===== src/rtl/pad_ctrl_pkg.sv =====
// Shared definitions for the half-duplex pad controller: FSM state encoding
// and the tri-state release level of the pad buffer enable.
package pad_ctrl_pkg;

   typedef enum logic [2:0] {
      ST_IDLE   = 3'd0,
      ST_DRIVE  = 3'd1,
      ST_TURN   = 3'd2,
      ST_SAMPLE = 3'd3,
      ST_DONE   = 3'd4
   } pad_state_e;

   localparam logic T_RELEASE = 1'b1;

   // Counter width able to index 0..max_val-1, never narrower than one bit.
   function automatic int cnt_width(input int max_val);
      return (max_val > 1) ? $clog2(max_val) : 1;
   endfunction

endpackage


===== src/rtl/pad_sync2.sv =====
// Two-flop synchroniser bringing the asynchronous pad input into the CLK domain.
module pad_sync2 (
   input  logic clk_i,
   input  logic rst_ni,
   input  logic d_i,
   output logic q_o
);

   logic [1:0] sync_q;

   // Shift chain, cleared by the synchronous reset.
   always_ff @(posedge clk_i) begin
      if (!rst_ni) begin
         sync_q <= 2'b00;
      end else begin
         sync_q <= {sync_q[0], d_i};
      end
   end

   assign q_o = sync_q[1];

endmodule


===== src/rtl/pad_halfduplex_ctrl.sv =====
// Half-duplex bit-serial engine in front of a tri-state pad: shifts a word out
// MSB first, optionally releases the line, waits a turnaround and shifts a word in.
module pad_halfduplex_ctrl
   import pad_ctrl_pkg::*;
#(
   parameter int WIDTH = 8,
   parameter int DIV   = 4,
   parameter int TURN  = 2
) (
   input  logic             CLK,
   input  logic             RST_N,
   input  logic [WIDTH-1:0] TX_DATA,
   input  logic             TX_RD,
   input  logic             TX_VALID,
   output logic             TX_READY,
   output logic [WIDTH-1:0] RX_DATA,
   output logic             RX_VALID,
   output logic             BUSY,
   output logic             PAD_I,
   output logic             PAD_T,
   input  logic             PAD_O
);

   localparam int TMR_W   = cnt_width(DIV);
   localparam int CNT_MAX = (WIDTH > TURN) ? WIDTH : TURN;
   localparam int CNT_W   = cnt_width(CNT_MAX);

   localparam logic [TMR_W-1:0] TMR_LAST  = TMR_W'(DIV - 1);
   localparam logic [TMR_W-1:0] TMR_MID   = TMR_W'(DIV / 2);
   localparam logic [CNT_W-1:0] BIT_LAST  = CNT_W'(WIDTH - 1);
   localparam logic [CNT_W-1:0] TURN_LAST = CNT_W'(TURN - 1);

   // The mid-bit sample point must leave room for the synchroniser latency.
   if (DIV < 2) begin : g_div_check
      $error("pad_halfduplex_ctrl: DIV must be >= 2");
   end
   if (TURN < 1) begin : g_turn_check
      $error("pad_halfduplex_ctrl: TURN must be >= 1");
   end
   if (WIDTH < 2) begin : g_width_check
      $error("pad_halfduplex_ctrl: WIDTH must be >= 2");
   end

   pad_state_e       state_q, state_d;
   logic [TMR_W-1:0] tmr_q, tmr_d;
   logic [CNT_W-1:0] cnt_q, cnt_d;
   logic [WIDTH-1:0] tx_sh_q, tx_sh_d;
   logic [WIDTH-1:0] rx_sh_q, rx_sh_d;
   logic             rd_q, rd_d;
   logic             pad_i_q, pad_i_d;
   logic             pad_t_q, pad_t_d;
   logic             ready_q, ready_d;
   logic             busy_q, busy_d;
   logic             rx_valid_q, rx_valid_d;
   logic [WIDTH-1:0] rx_data_q, rx_data_d;

   logic             pad_sync_s;
   logic             accept_s;
   logic             period_end_s;

   pad_sync2 u_sync (
      .clk_i  (CLK),
      .rst_ni (RST_N),
      .d_i    (PAD_O),
      .q_o    (pad_sync_s)
   );

   assign accept_s     = TX_VALID && ready_q;
   assign period_end_s = (tmr_q == TMR_LAST);

   // State and datapath registers; reset aborts any transaction on the same edge.
   always_ff @(posedge CLK) begin
      if (!RST_N) begin
         state_q    <= ST_IDLE;
         tmr_q      <= '0;
         cnt_q      <= '0;
         tx_sh_q    <= '0;
         rx_sh_q    <= '0;
         rd_q       <= 1'b0;
         pad_i_q    <= 1'b0;
         pad_t_q    <= T_RELEASE;
         ready_q    <= 1'b1;
         busy_q     <= 1'b0;
         rx_valid_q <= 1'b0;
         rx_data_q  <= '0;
      end else begin
         state_q    <= state_d;
         tmr_q      <= tmr_d;
         cnt_q      <= cnt_d;
         tx_sh_q    <= tx_sh_d;
         rx_sh_q    <= rx_sh_d;
         rd_q       <= rd_d;
         pad_i_q    <= pad_i_d;
         pad_t_q    <= pad_t_d;
         ready_q    <= ready_d;
         busy_q     <= busy_d;
         rx_valid_q <= rx_valid_d;
         rx_data_q  <= rx_data_d;
      end
   end

   // Next-state logic: each phase ends on the last timer tick of its last period.
   always_comb begin
      state_d = state_q;
      case (state_q)
         ST_IDLE: begin
            if (accept_s) begin
               state_d = ST_DRIVE;
            end else begin
               state_d = ST_IDLE;
            end
         end
         ST_DRIVE: begin
            if (period_end_s && (cnt_q == BIT_LAST)) begin
               state_d = rd_q ? ST_TURN : ST_DONE;
            end else begin
               state_d = ST_DRIVE;
            end
         end
         ST_TURN: begin
            if (period_end_s && (cnt_q == TURN_LAST)) begin
               state_d = ST_SAMPLE;
            end else begin
               state_d = ST_TURN;
            end
         end
         ST_SAMPLE: begin
            if (period_end_s && (cnt_q == BIT_LAST)) begin
               state_d = ST_DONE;
            end else begin
               state_d = ST_SAMPLE;
            end
         end
         ST_DONE: begin
            state_d = ST_IDLE;
         end
         default: begin
            state_d = ST_IDLE;
         end
      endcase
   end

   // Bit timer, period counter and both shift registers.
   always_comb begin
      tmr_d   = tmr_q;
      cnt_d   = cnt_q;
      tx_sh_d = tx_sh_q;
      rx_sh_d = rx_sh_q;
      rd_d    = rd_q;
      if (accept_s) begin
         tmr_d   = '0;
         cnt_d   = '0;
         tx_sh_d = TX_DATA;
         rd_d    = TX_RD;
      end else if ((state_q == ST_DRIVE) || (state_q == ST_TURN) || (state_q == ST_SAMPLE)) begin
         if (period_end_s) begin
            tmr_d = '0;
            cnt_d = (state_d != state_q) ? '0 : cnt_q + CNT_W'(1);
         end else begin
            tmr_d = tmr_q + TMR_W'(1);
            cnt_d = cnt_q;
         end
         if ((state_q == ST_DRIVE) && period_end_s) begin
            tx_sh_d = {tx_sh_q[WIDTH-2:0], 1'b0};
         end else begin
            tx_sh_d = tx_sh_q;
         end
         if ((state_q == ST_SAMPLE) && (tmr_q == TMR_MID)) begin
            rx_sh_d = {rx_sh_q[WIDTH-2:0], pad_sync_s};
         end else begin
            rx_sh_d = rx_sh_q;
         end
      end else begin
         tmr_d = '0;
         cnt_d = '0;
      end
   end

   // Outputs are computed from the next state so they are registered yet aligned with it.
   always_comb begin
      pad_t_d    = (state_d == ST_DRIVE) ? ~T_RELEASE : T_RELEASE;
      pad_i_d    = (state_d == ST_DRIVE) ? tx_sh_d[WIDTH-1] : 1'b0;
      ready_d    = (state_d == ST_IDLE);
      busy_d     = (state_d != ST_IDLE);
      rx_valid_d = (state_d == ST_DONE) && rd_q;
      if (rx_valid_d) begin
         // rx_sh_d, since with DIV=2 the last sample lands on the exit edge
         rx_data_d = rx_sh_d;
      end else begin
         rx_data_d = rx_data_q;
      end
   end

   assign TX_READY = ready_q;
   assign BUSY     = busy_q;
   assign RX_VALID = rx_valid_q;
   assign RX_DATA  = rx_data_q;
   assign PAD_I    = pad_i_q;
   assign PAD_T    = pad_t_q;

endmodule


===== config.mk =====
export PLATFORM = sky130hd
export DESIGN_NAME = pad_halfduplex_ctrl
export DESIGN_NICKNAME = d
export VERILOG_FILES = /design/src/rtl/pad_ctrl_pkg.sv /design/src/rtl/pad_sync2.sv /design/src/rtl/pad_halfduplex_ctrl.sv
export SDC_FILE = /design/constraint.sdc
export NUM_CORES = 1
export LEC_CHECK = 0
export BUFFER_PORTS_ARGS = -buffer_cell sky130_fd_sc_hd__buf_2
export CORE_ASPECT_RATIO = 0.7
export CORE_MARGIN = 3
export CORE_UTILIZATION = 55
export CTS_BUF_LIST = sky130_fd_sc_hd__clkbuf_16
export DETAILED_ROUTE_END_ITERATION = 8
export PLACE_DENSITY = 0.78
export SLEW_MARGIN = 10
export SYNTH_ARGS = -nofsm -noshare
export SYNTH_HDL_FRONTEND = slang
export SYNTH_SLANG_ARGS = --single-unit
export TNS_END_PERCENT = 20

===== constraint.sdc =====
create_clock -name CLK -period 2 [get_ports CLK]
set_input_delay 0.1 -clock CLK [delete_from_list [all_inputs] [get_ports CLK]]
set_output_delay 0.1 -clock CLK [all_outputs]
set_load 0.02 [all_outputs]

==> results.txt <==
share of cells above drive strength 1 - 18.6%
initial antenna violation count - 0
FF-to-FF path depth - 5
PwrDens - 924 mW/mm2
# clock sinks - 40
post-synthesis compound-gate area fraction - 20.8%
CTS tree - done
Final Slew Violations - 0
crit path time final - 1.80 ns
Die Y - 52.4 um
drt total wl - 3170 um
most common cell after layout, fill and taps aside - dfxtp_1
fin crit share - 90.0%
vias in the first global route - 1,178
drt drc - 0
final setup violating endpoints - 0
Overflow after GRT - 0
post-synthesis cell type count - 33
hold_sp - PAD_O
hpwl dp - 2220 um
Worst-path clk slew - 0.06 ns
first-pass GRT wire length - 5250 um
crit end category - register
Post-Synthesis Cells - 173
relative slew slack - 61.6%
Nets - 211
Max Clock Skew - 0.00763 ns
critical-path maximum fanout - 11
DR WL/cell - 13.8 um
largest net degree at the start of global routing - 21
Worst path max stage delay - 0.39 ns
Hold Path End - u_sync.sync_q[0]
# H-tree levels - 2
FF-to-FF Start - cnt_q[0]
Crit-path slowest cell - dfxtp_1
Synth Area in Adders - 3.70%
cell area after synthesis - 0.00169 mm2
Hold Crit Class - in2reg
vias after detailed routing - 1,314
Max rail drop VDD - 0.611 mV
Pleak - 0.764 nW
CTS buffer count - 5
Post-CTS Setup Repair Bufs - 0
Setup TNS - 0 ns
initial drt markers - 53
drt via density - 5.71
Worst-Skew Late Latency - 0.28 ns
Fin. Hold Viols - 0
crit-path cells - ha_1, ha_1, and2_1, and2_1, a311oi_1
Post-CTS Hold Fix Bufs - 0
Clock Tree Buf Depth - 2
max_cap viols - 0
IO Count - 26
Total GRT Usage - 18.5%
Synth Area in XOR/XNOR - 0%
sequential share of the synthesized area - 47.4%
Hold Path Depth - 2
crit path DAT - 1.94 ns
Worst Tran Pin Value - 0.576 ns
Yosys reg bits - 40
# resized after CTS - 0
final core utilization - 68.1%
clock root buffer - clkbuf_16
Placer Congestion - 0.887
status - finished clean
CP Launch Type - register
# diodes - 0
Core ar. - 0.00286 mm2
multiplexer share of the synthesized area - 4.15%
Fmax achieved - 0.555 GHz
# port buffers - 25
RSZ-0062 raised after global routing - false
WS Path Type - reg2reg
Die Area - 0.00379 mm2
required time of the critical path - 2.14 ns
starting density of the core - 59.0%
Layout Area Growth over Synthesis - 15.2%
synth warn - 0
fraction of the mapped netlist area in simple logic gates - 17.5%
reg2reg end - RX_DATA[2]
Syn Area/Cell - 9.77 um2
most frequent cells in the layout - dfxtp_1, a21oi_1, buf_2
largest family of logic cells by synthesized area - compound AO/OA/AOI/OAI gates
Initial DRT Pass Iterations - 4
reg-to-reg slack, setup - 0.20 ns
syn_nets - 191
Die W - 72.3 um
FP Rows - 16
ANT nets after route - 0
[final cells by class]
type,count,area [um2]
Clock buffer,5,125
Clock inverter,3,38.8
Fill cell,218,915
Inverter,7,26.3
Multi-Input combinational cell,113,779
Sequential cell,40,801
Tap cell,36,45.0
Timing Repair Buffer,26,133
[power breakdown]
| group | switching, mW | leakage, nW | internal [mW] |
|---|---|---|---|
| clock network | 0.292 | 0.0850 | 0.581 |
| registers | 0.0149 | 0.326 | 0.823 |
| logic | 0.0558 | 0.353 | 0.0335 |
[sequential cells by signal, indices dropped and copies added (netlist names)]
| name | cells |
|---|---|
| BUSY | 1 |
| PAD_I | 1 |
| PAD_T | 1 |
| RX_DATA | 8 |
| RX_VALID | 1 |
| TX_READY | 1 |
| cnt_q | 3 |
| rd_q | 1 |
| rx_sh_q | 8 |
| state_q | 3 |
| tmr_q | 2 |
| tx_sh_q | 8 |
| u_sync.sync_q | 2 |
[stage by stage]
stage               area [um2]  instances  hold slack (ns)  setup slack, ns  power (mW)
floorplan                 1690        173            0.227            0.519       0.918
global placement          1780        222            0.310            0.325       0.942
detailed placement        1780        222            0.314            0.246       0.946
CTS                       1950        230           0.0208            0.216        1.82
global route              1950        230           0.0265           0.0616        1.88
finish                    1950        230           0.0268            0.200        1.80
[critical path, delay by kind of cell, from the launching register on]
family | cells | cell delay, ns
simple gates | 2 | 0.74
compound gates | 1 | 0.16
fa+ha+maj | 2 | 0.36
flops | 1 | 0.39
[cells in the mapped netlist]
cell	number	area share, %
nor3_1	3	0.89
nand4bb_1	1	0.67
nand3b_1	1	0.44
inv_1	6	1.3
a21oi_1	29	8.6
or3b_4	1	0.67
nor2b_1	2	0.74
and3_1	1	0.37
a311oi_2	1	0.89
buf_2	1	0.30
nand2_1	6	1.3
or3b_1	7	3.6
and4bb_1	1	0.74
buf_6	3	2.0
nand2b_1	5	1.9
buf_4	3	1.3
o21ai_0	14	4.1
o311a_1	1	0.59
a311oi_1	7	3.6
nor2_1	4	0.89
o2111ai_1	4	2.1
clkbuf_1	6	1.3
clkinv_1	1	0.22
mux2i_1	7	4.1
and2b_1	1	0.44
dfxtp_1	40	47
or3_1	1	0.37
nand4b_4	1	1.4
nand3_1	2	0.59
a211oi_1	2	0.89
and4b_1	1	0.59
ha_1	5	3.7
and2_1	5	1.9
[worst max path at each step]
stage,startpoint,end,slack (ns)
floorplan,tmr_q[0],RX_DATA[6],0.52
global placement,tmr_q[0],PAD_I,0.32
detailed placement,tmr_q[0],PAD_I,0.25
CTS,tmr_q[0],tx_sh_q[7],0.22
global route,cnt_q[0],RX_DATA[5],0.06
finish,cnt_q[0],RX_DATA[2],0.20
[routing by layer]
| layer | GRT usage [%] | part of all wire [%] |
|---|---|---|
| met1 | 23.2 | 48 |
| met2 | 26.4 | 43 |
| met3 | 8.62 | 7.2 |
| met4 | 9.06 | 1.5 |
| met5 | 0 | 0 |
[kinds of logic after synthesis]
family,Yosys count
adder cells (fa/ha/maj),5
AND/OR/NAND/NOR,43
multiplexers,7
flip-flops,40
buffers and inverters,20
AO/OA/AOI/OAI,58
(Power assumes the default switching activity.)
